### src/rtl/alu_op_sequencer.sv
// rtl/alu_op_sequencer.sv - multi-cycle ALU control sequencer with accumulator
//
// Steps the SAP-style ALU through EXEC -> FLAG -> READ for each accepted
// request and holds the captured result until it is consumed.
//
// Ports:
//   clk, rst_n          clock, asynchronous active-low reset
//   req_valid/req_ready request handshake; req_op 00 ADD, 01 SUB, 10 CMP, 11 ACC
//   req_a, req_b        operands (req_a ignored for ACC, which uses the accumulator)
//   sw_clr              soft clear, honoured only while idle
//   rsp_valid/rsp_ready response handshake; rsp_data, rsp_cf, rsp_zf result
//   op_count            completed-response counter (wraps)
//   alu_a, alu_b        ALU operand drive
//   alu_su, alu_fi      ALU subtract select, flag-register load
//   alu_eo, alu_clr     ALU bus output enable, ALU clear
//   alu_bus, alu_cf/zf  ALU bus result and registered flags
module alu_op_sequencer #(
  parameter int WIDTH         = 8,
  parameter int SETTLE_CYCLES = 1
) (
  input  logic             clk,
  input  logic             rst_n,
  input  logic             req_valid,
  output logic             req_ready,
  input  logic [1:0]       req_op,
  input  logic [WIDTH-1:0] req_a,
  input  logic [WIDTH-1:0] req_b,
  input  logic             sw_clr,
  output logic             rsp_valid,
  input  logic             rsp_ready,
  output logic [WIDTH-1:0] rsp_data,
  output logic             rsp_cf,
  output logic             rsp_zf,
  output logic [15:0]      op_count,
  output logic [WIDTH-1:0] alu_a,
  output logic [WIDTH-1:0] alu_b,
  output logic             alu_su,
  output logic             alu_fi,
  output logic             alu_eo,
  output logic             alu_clr,
  input  logic [WIDTH-1:0] alu_bus,
  input  logic             alu_cf,
  input  logic             alu_zf
);

  localparam logic [2:0] ST_IDLE = 3'd0;
  localparam logic [2:0] ST_EXEC = 3'd1;
  localparam logic [2:0] ST_FLAG = 3'd2;
  localparam logic [2:0] ST_READ = 3'd3;
  localparam logic [2:0] ST_RESP = 3'd4;

  localparam logic [1:0] OP_ADD = 2'b00;
  localparam logic [1:0] OP_SUB = 2'b01;
  localparam logic [1:0] OP_CMP = 2'b10;
  localparam logic [1:0] OP_ACC = 2'b11;

  localparam logic [3:0] SETTLE_LOAD = 4'(SETTLE_CYCLES);

  logic [2:0]       state;
  logic [3:0]       settle_cnt;
  logic [1:0]       op;
  logic [WIDTH-1:0] acc;

  // A pending clear blocks acceptance so clear always wins a collision.
  assign req_ready = (state == ST_IDLE) && !sw_clr;

  always_ff @(posedge clk or negedge rst_n) begin
    if (!rst_n) begin
      state      <= ST_IDLE;
      settle_cnt <= '0;
      op         <= OP_ADD;
      acc        <= '0;
      alu_a      <= '0;
      alu_b      <= '0;
      alu_su     <= 1'b0;
      alu_fi     <= 1'b0;
      alu_eo     <= 1'b0;
      alu_clr    <= 1'b0;
      rsp_valid  <= 1'b0;
      rsp_data   <= '0;
      rsp_cf     <= 1'b0;
      rsp_zf     <= 1'b0;
      op_count   <= '0;
    end else begin
      // Strobes are single-cycle; they are re-armed only on the state entry below.
      alu_fi  <= 1'b0;
      alu_eo  <= 1'b0;
      alu_clr <= 1'b0;
      case (state)
        ST_IDLE: begin
          if (sw_clr) begin
            alu_clr <= 1'b1;
            acc     <= '0;
          end else if (req_valid) begin
            alu_a      <= (req_op == OP_ACC) ? acc : req_a;
            alu_b      <= req_b;
            alu_su     <= (req_op == OP_SUB) || (req_op == OP_CMP);
            op         <= req_op;
            settle_cnt <= SETTLE_LOAD;
            state      <= ST_EXEC;
          end
        end
        ST_EXEC: begin
          if (settle_cnt <= 4'd1) begin
            alu_fi <= 1'b1;
            state  <= ST_FLAG;
          end else begin
            settle_cnt <= settle_cnt - 4'd1;
          end
        end
        ST_FLAG: begin
          // Flags were latched by the ALU at the end of FLAG; drive the bus next.
          alu_eo <= 1'b1;
          state  <= ST_READ;
        end
        ST_READ: begin
          rsp_data  <= alu_bus;
          rsp_cf    <= alu_cf;
          rsp_zf    <= alu_zf;
          rsp_valid <= 1'b1;
          if (op != OP_CMP) begin
            acc <= alu_bus;
          end
          state <= ST_RESP;
        end
        ST_RESP: begin
          if (rsp_ready) begin
            rsp_valid <= 1'b0;
            op_count  <= op_count + 16'd1;
            state     <= ST_IDLE;
          end
        end
        default: state <= ST_IDLE;
      endcase
    end
  end

endmodule

### config.mk
export PLATFORM = sky130hd
export DESIGN_NAME = alu_op_sequencer
export DESIGN_NICKNAME = d
export VERILOG_FILES = /design/src/rtl/alu_op_sequencer.sv
export SDC_FILE = /design/constraint.sdc
export NUM_CORES = 1
export LEC_CHECK = 0
export ABC_AREA = 0
export CORE_MARGIN = 5
export CORE_UTILIZATION = 43
export DETAILED_ROUTE_END_ITERATION = 10
export PLACE_DENSITY = 0.77
export SLEW_MARGIN = 30
export SYNTH_ARGS = -nofsm -noshare
export SYNTH_HDL_FRONTEND = slang
export SYNTH_SLANG_ARGS = --single-unit
### constraint.sdc
create_clock -name clk -period 1.4 [get_ports clk]
set_input_delay 0.28 -clock clk [delete_from_list [all_inputs] [get_ports clk]]
set_output_delay 0.28 -clock clk [all_outputs]
set_load 0.05 [all_outputs]
### Word level (Yosys, flattened, before mapping)

Cells that the tools add are included.
Widths: inputs -> output; s select.

| word-level totals | value |
|---|---|
| word-level logic and storage cells | 67 |
| flip-flop bits (word level) | 64 |
| input port bits | 33 |

| operators by class | value |
|---|---|
| bitwise logic cells | 1 |
| reduce and logical (&&, ||, !) cells | 13 |
| $lt $le $gt $ge | 1 |
| multiplexer cells | 20 |
| add/subtract/negate cells | 2 |
| eq/ne operators | 15 |

Operators by type and width:

| operator | number |
|---|---|
| $mux 8 | 3 |
| $add 16x1->16 const B | 1 |
| $ne 2x2->1 const B | 8 |
| $pmux 8 s2 | 1 |
| $pmux 3 s5 | 1 |
| $mux 3 | 4 |
| $mux 4 | 3 |
| $pmux 4 s2 | 1 |
| $reduce_and 4->1 | 2 |
| $eq 3x2->1 const B | 2 |
| $mux 1 | 6 |
| $reduce_and 3->1 | 2 |
| $reduce_bool 2->1 | 3 |
| $eq 2x2->1 const B | 2 |
| $le 4x1->1 const B | 1 |
| $reduce_and 2->1 | 2 |
| $sub 4x1->4 const B | 1 |
| $eq 3x1->1 const B | 1 |
| $eq 3x3->1 const B | 1 |
| $logic_not 3->1 | 1 |
| $eq 2x1->1 const B | 1 |
| $pmux 1 s2 | 1 |
| $logic_and 1x1->1 | 1 |
| $logic_not 1->1 | 1 |
| 2 further kinds | 2 |

### Logic depth before layout (Yosys ltp)

| depth | value |
|---|---|
| depth in word-level cells | 3 |
| mapped depth | 7 |
| depth with buffers taken out | 6 |

### Worst setup path after synthesis

Ideal clock, no wire load.

| timing | value |
|---|---|
| kind | register to output |
| start point | register state[2] |
| end point | output port req_ready |
| arrival | 2.066 ns |
| path slack | -0.946 ns |
| data required time | 1.120 ns |
| cell stages (with the launch flop) | 3 |
| cell sequence | dfrtp_1 -> buf_4 -> nor4_1 |

| between the ends | value |
|---|---|
| longest elaborated chain between the ends | 2 |

Ends and longest elaborated chain:

| item | RTL line | source |
|---|---|---|
| start, declared | 59 | `logic [2:0] state;` |
| start signal, assigned | 69 | `state <= ST_IDLE;` |
| start signal, assigned | 100 | `state <= ST_EXEC;` |
| start signal, assigned | 106 | `state <= ST_FLAG;` |
| $logic_not 3->1 | 65 | `assign req_ready = (state == ST_IDLE) && !sw_clr;` |
| $logic_and 1x1->1 | 65 |  |
| end, declared | 24 | `output logic req_ready,` |

No other way between the ends.

### Worst setup path in the final report

| timing | value |
|---|---|
| start point | register state[2] |
| end point | register acc[7] |

| between the ends | value |
|---|---|
| longest elaborated chain between the ends | 3 |
| elaborated cells on any way between the ends | 7 |

Ends and longest elaborated chain:

| item | RTL line | source |
|---|---|---|
| $eq 3x2->1 / $logic_not 3->1 (equally long branches) | 89 | `case (state)` |
| $ne 2x2->1 (no line) / $reduce_bool 2->1 (equally long branches) | -- |  |
| $reduce_and 3->1 (no line) | -- |  |
| end signal, assigned | 122 | `acc <= alu_bus;` |
| end, declared | 62 | `logic [WIDTH-1:0] acc;` |

Several ways; a longest one is shown, not always the timed one.
A chain may end at the register's enable or synchronous reset.

==> impl_results.md <==
- Layout cell share with drive strength beyond 1: 0.4373
- Final ANT Viol Nets: 0
- Syn-to-layout area delta: 78.50%
- Final Cycle Share: 1.190
- Critical path arrival: 1.90 ns
- Drt total wl: 7.879 mm
- Vias/cell: 5.082
- Starting density of the core: 0.4408
- Nets: 407
- Fin cells: 452
- Clk network pwr share: 0.150
- Clock-pin slew on the worst setup and hold paths: 0.07 ns
- Power share of the sequential group: 0.296
- DR vias: 2297
- Max-slew violations: 0
- Comb power frac: 0.554
- HP Class: primary input to flip-flop
- P per Cell Area: 2125 nW/µm²
- Sw Share: 0.4065
- Clock root buffer: clkbuf_8
- Core ar.: 6350 µm²
- Startpoint class of the critical path: flip-flop
- Largest net degree at the start of global routing: 65
- Total chip power: 10620 µW
- Critical Path Fanout Max: 8
- Clk_skew: 0.007950 ns
- WP data required: 1.63 ns
- Clock Tree Buf Depth: 2
- Global-route wire length before repair: 11.65 mm
- Max cap viols: 0
- Final RePlAce weighted congestion: 0.7989
- Clock latency on the worst-skew pair: 0.34 ns
- Most common flop cell mapped by yosys: dfrtp_1
- Syn_area_per_cell: 11.24 µm²
- Yosys reg bits: 64
- DRC errors left: 0
- Gr usage total: 0.1799
- CTS Sinks: 64
- Die area: 8223 µm²
- Initial antenna violation count: 0
- H-tree levels: 3
- Critical path type: flip-flop to flip-flop
- Placed inst area: 4379 µm²
- Die width: 90.68 µm
- Post-synthesis cell type count: 44
- CTS tree: done
- Port Buf Inserts: 80
- Peak supply drop: 1.530 mV
- Total Neg Setup Slack: -9.480 ns
- Async set or reset register ratio after synthesis: 1.000
- P_sw: 4316 µW
- Minimum clock period: 1.666 ns
- Rows: 29
- Antenna Cells: 0
- Commonest non-fill, non-tap cells in the layout: 53 x dfrtp_1, 53 x buf_12, 48 x nand2_1
- Static leakage: 0.002410 µW
- Inserted Clock Buffers: 9
- Final setup fails: 61
- I/O pin cnt: 81
- Syn Nets: 286
- WL/cell: 17.43 µm
- CP Capture Type: flip-flop
- Setup WS post-layout: -0.2659 ns
- DRT iter0 DRCs: 57
- RSZ-0062 raised after global routing: true
- Vias in the first global route: 2367
- Sequential share of the synthesized area: 0.5722
- Hold Fails Final Rpt: 0
- Die height: 90.68 µm
- Worst hold margin: 0.3855 ns
- Worst-Margin Slew: 0.4296 ns
- Max_slew headroom: 0.7128
- Status: complete, but fails checks
- Dpl cells: 418
- Fmax: 600.3 MHz
- Number of synthesized flops with an enable pin: 0
- Synth warnings: 0
- Final Cell Area: 4996 µm²
- Failing checks: setup timing
- P_int: 6301 µW
- Netlist Area Pre-Place: 2799 µm²
- Syn Inst Count: 249
- Pre-Repair DR Iteration Count: 4
- Final HPWL DP: 4.894 mm
- Remaining Overflow, GRT: 0
[sequential cells by signal (all words and copies together), names as in the netlist]
register and flops:
op_count 16, rsp_valid 1, settle_cnt 4, op 2, alu_clr 1, alu_a 8, alu_eo 1, state 3
rsp_zf 1, rsp_cf 1, alu_su 1, acc 8, alu_fi 1, rsp_data 8, alu_b 8
[repair_timing]
item	4_1_cts	5_1_grt
pin swaps	4	6
resized for setup	23	39
endpoints found under the setup margin	44	58
buffers inserted	6	7
endpoints found under the hold margin	64	0
cloned	0	4
hold buffers	1	0
[logic make-up after synthesis]
group,after synthesis,share of synthesized area
AND/OR/NAND/NOR,104,0.1985
flip-flops,64,0.5722
AO/OA/AOI/OAI,27,0.06393
multiplexers,18,0.06840
XOR/XNOR,16,0.05275
buffers and inverters,16,0.02637
adder cells (fa/ha/maj),4,0.01788
[critical path, stage by stage (launching register included)]
cell and delay, ns:
dfrtp_1 0.40, buf_4 0.15, buf_6 0.11, buf_4 0.14
buf_4 0.14, a21oi_4 0.14, buf_12 0.15, mux2_2 0.32
[path summary, 6_finish.rpt]
check | start | end | slack, ns | cells after the start
hold reg to reg | op[0] | op[0] | 0.50 | 2
hold / removal | sw_clr | alu_clr | 0.39 | 2
max in group asynchronous | rst_n | op_count[2] | 0.61 | 3
min in group asynchronous | rst_n | op_count[4] | 0.47 | 3
setup reg to reg | state[2] | acc[7] | -0.27 | 7
setup / recovery | state[2] | acc[7] | -0.27 | 7
[metrics by stage]
stage	util	worst slack (ns)
2_1_floorplan	-	-0.03276
3_3_place_gp	0.6897	-0.2586
3_5_place_dp	0.6897	-0.3862
4_1_cts	0.7429	-0.2387
5_1_grt	0.7868	-0.3193
6_report	0.7868	-0.2659
[power by group through the flow]
stage / Combinational (µW) / Sequential [µW] / Clock (µW)
floorplan: 1270 / 4300 / 0
global placement: 5140 / 3110 / 0
detailed placement: 5240 / 3150 / 0
CTS: 5510 / 3110 / 1620
global route: 6170 / 3220 / 1720
finish: 5880 / 3150 / 1590
[final cells by class]
| type | count | area (µm²) |
|---|---|---|
| clock buffer | 11 | 141.4 |
| clock inverter | 5 | 56.30 |
| fill | 367 | 1354 |
| inverter | 5 | 18.77 |
| multi-input combinational | 169 | 1344 |
| sequential | 64 | 1615 |
| tap | 77 | 96.34 |
| timing repair buffer | 121 | 1724 |
[cell usage after synthesis, drive strengths merged (2+ instances only)]
master	n	area [µm²]
a21o	8	60.06
a21oi	3	26.28
and2	11	68.82
and3	2	22.52
buf	8	43.78
clkbuf	3	11.26
dfrtp	64	1602
ha	4	50.05
inv	5	18.77
mux2	9	101.4
mux2i	9	90.09
nand2	57	214.0
nand3	2	10.01
nand3b	2	15.01
nand4	6	58.80
nor2	7	26.28
nor2b	2	12.51
nor3	6	50.05
nor3b	2	20.02
o21ai	11	55.05
xnor2	6	52.55
xor2	10	95.10
[routing by layer]
metal / wire [µm] / up-vias / track usage / part of all wire
met5: 0 / - / 0 / 0
met4: 120 / 0 / 0.08437 / 0.015
met3: 520 / 15 / 0.06250 / 0.066
met2: 4162 / 76 / 0.3002 / 0.53
met1: 3076 / 1122 / 0.2052 / 0.39
li1: - / 1084 / - / -
No activity file was read; power rests on OpenSTA's default activity.
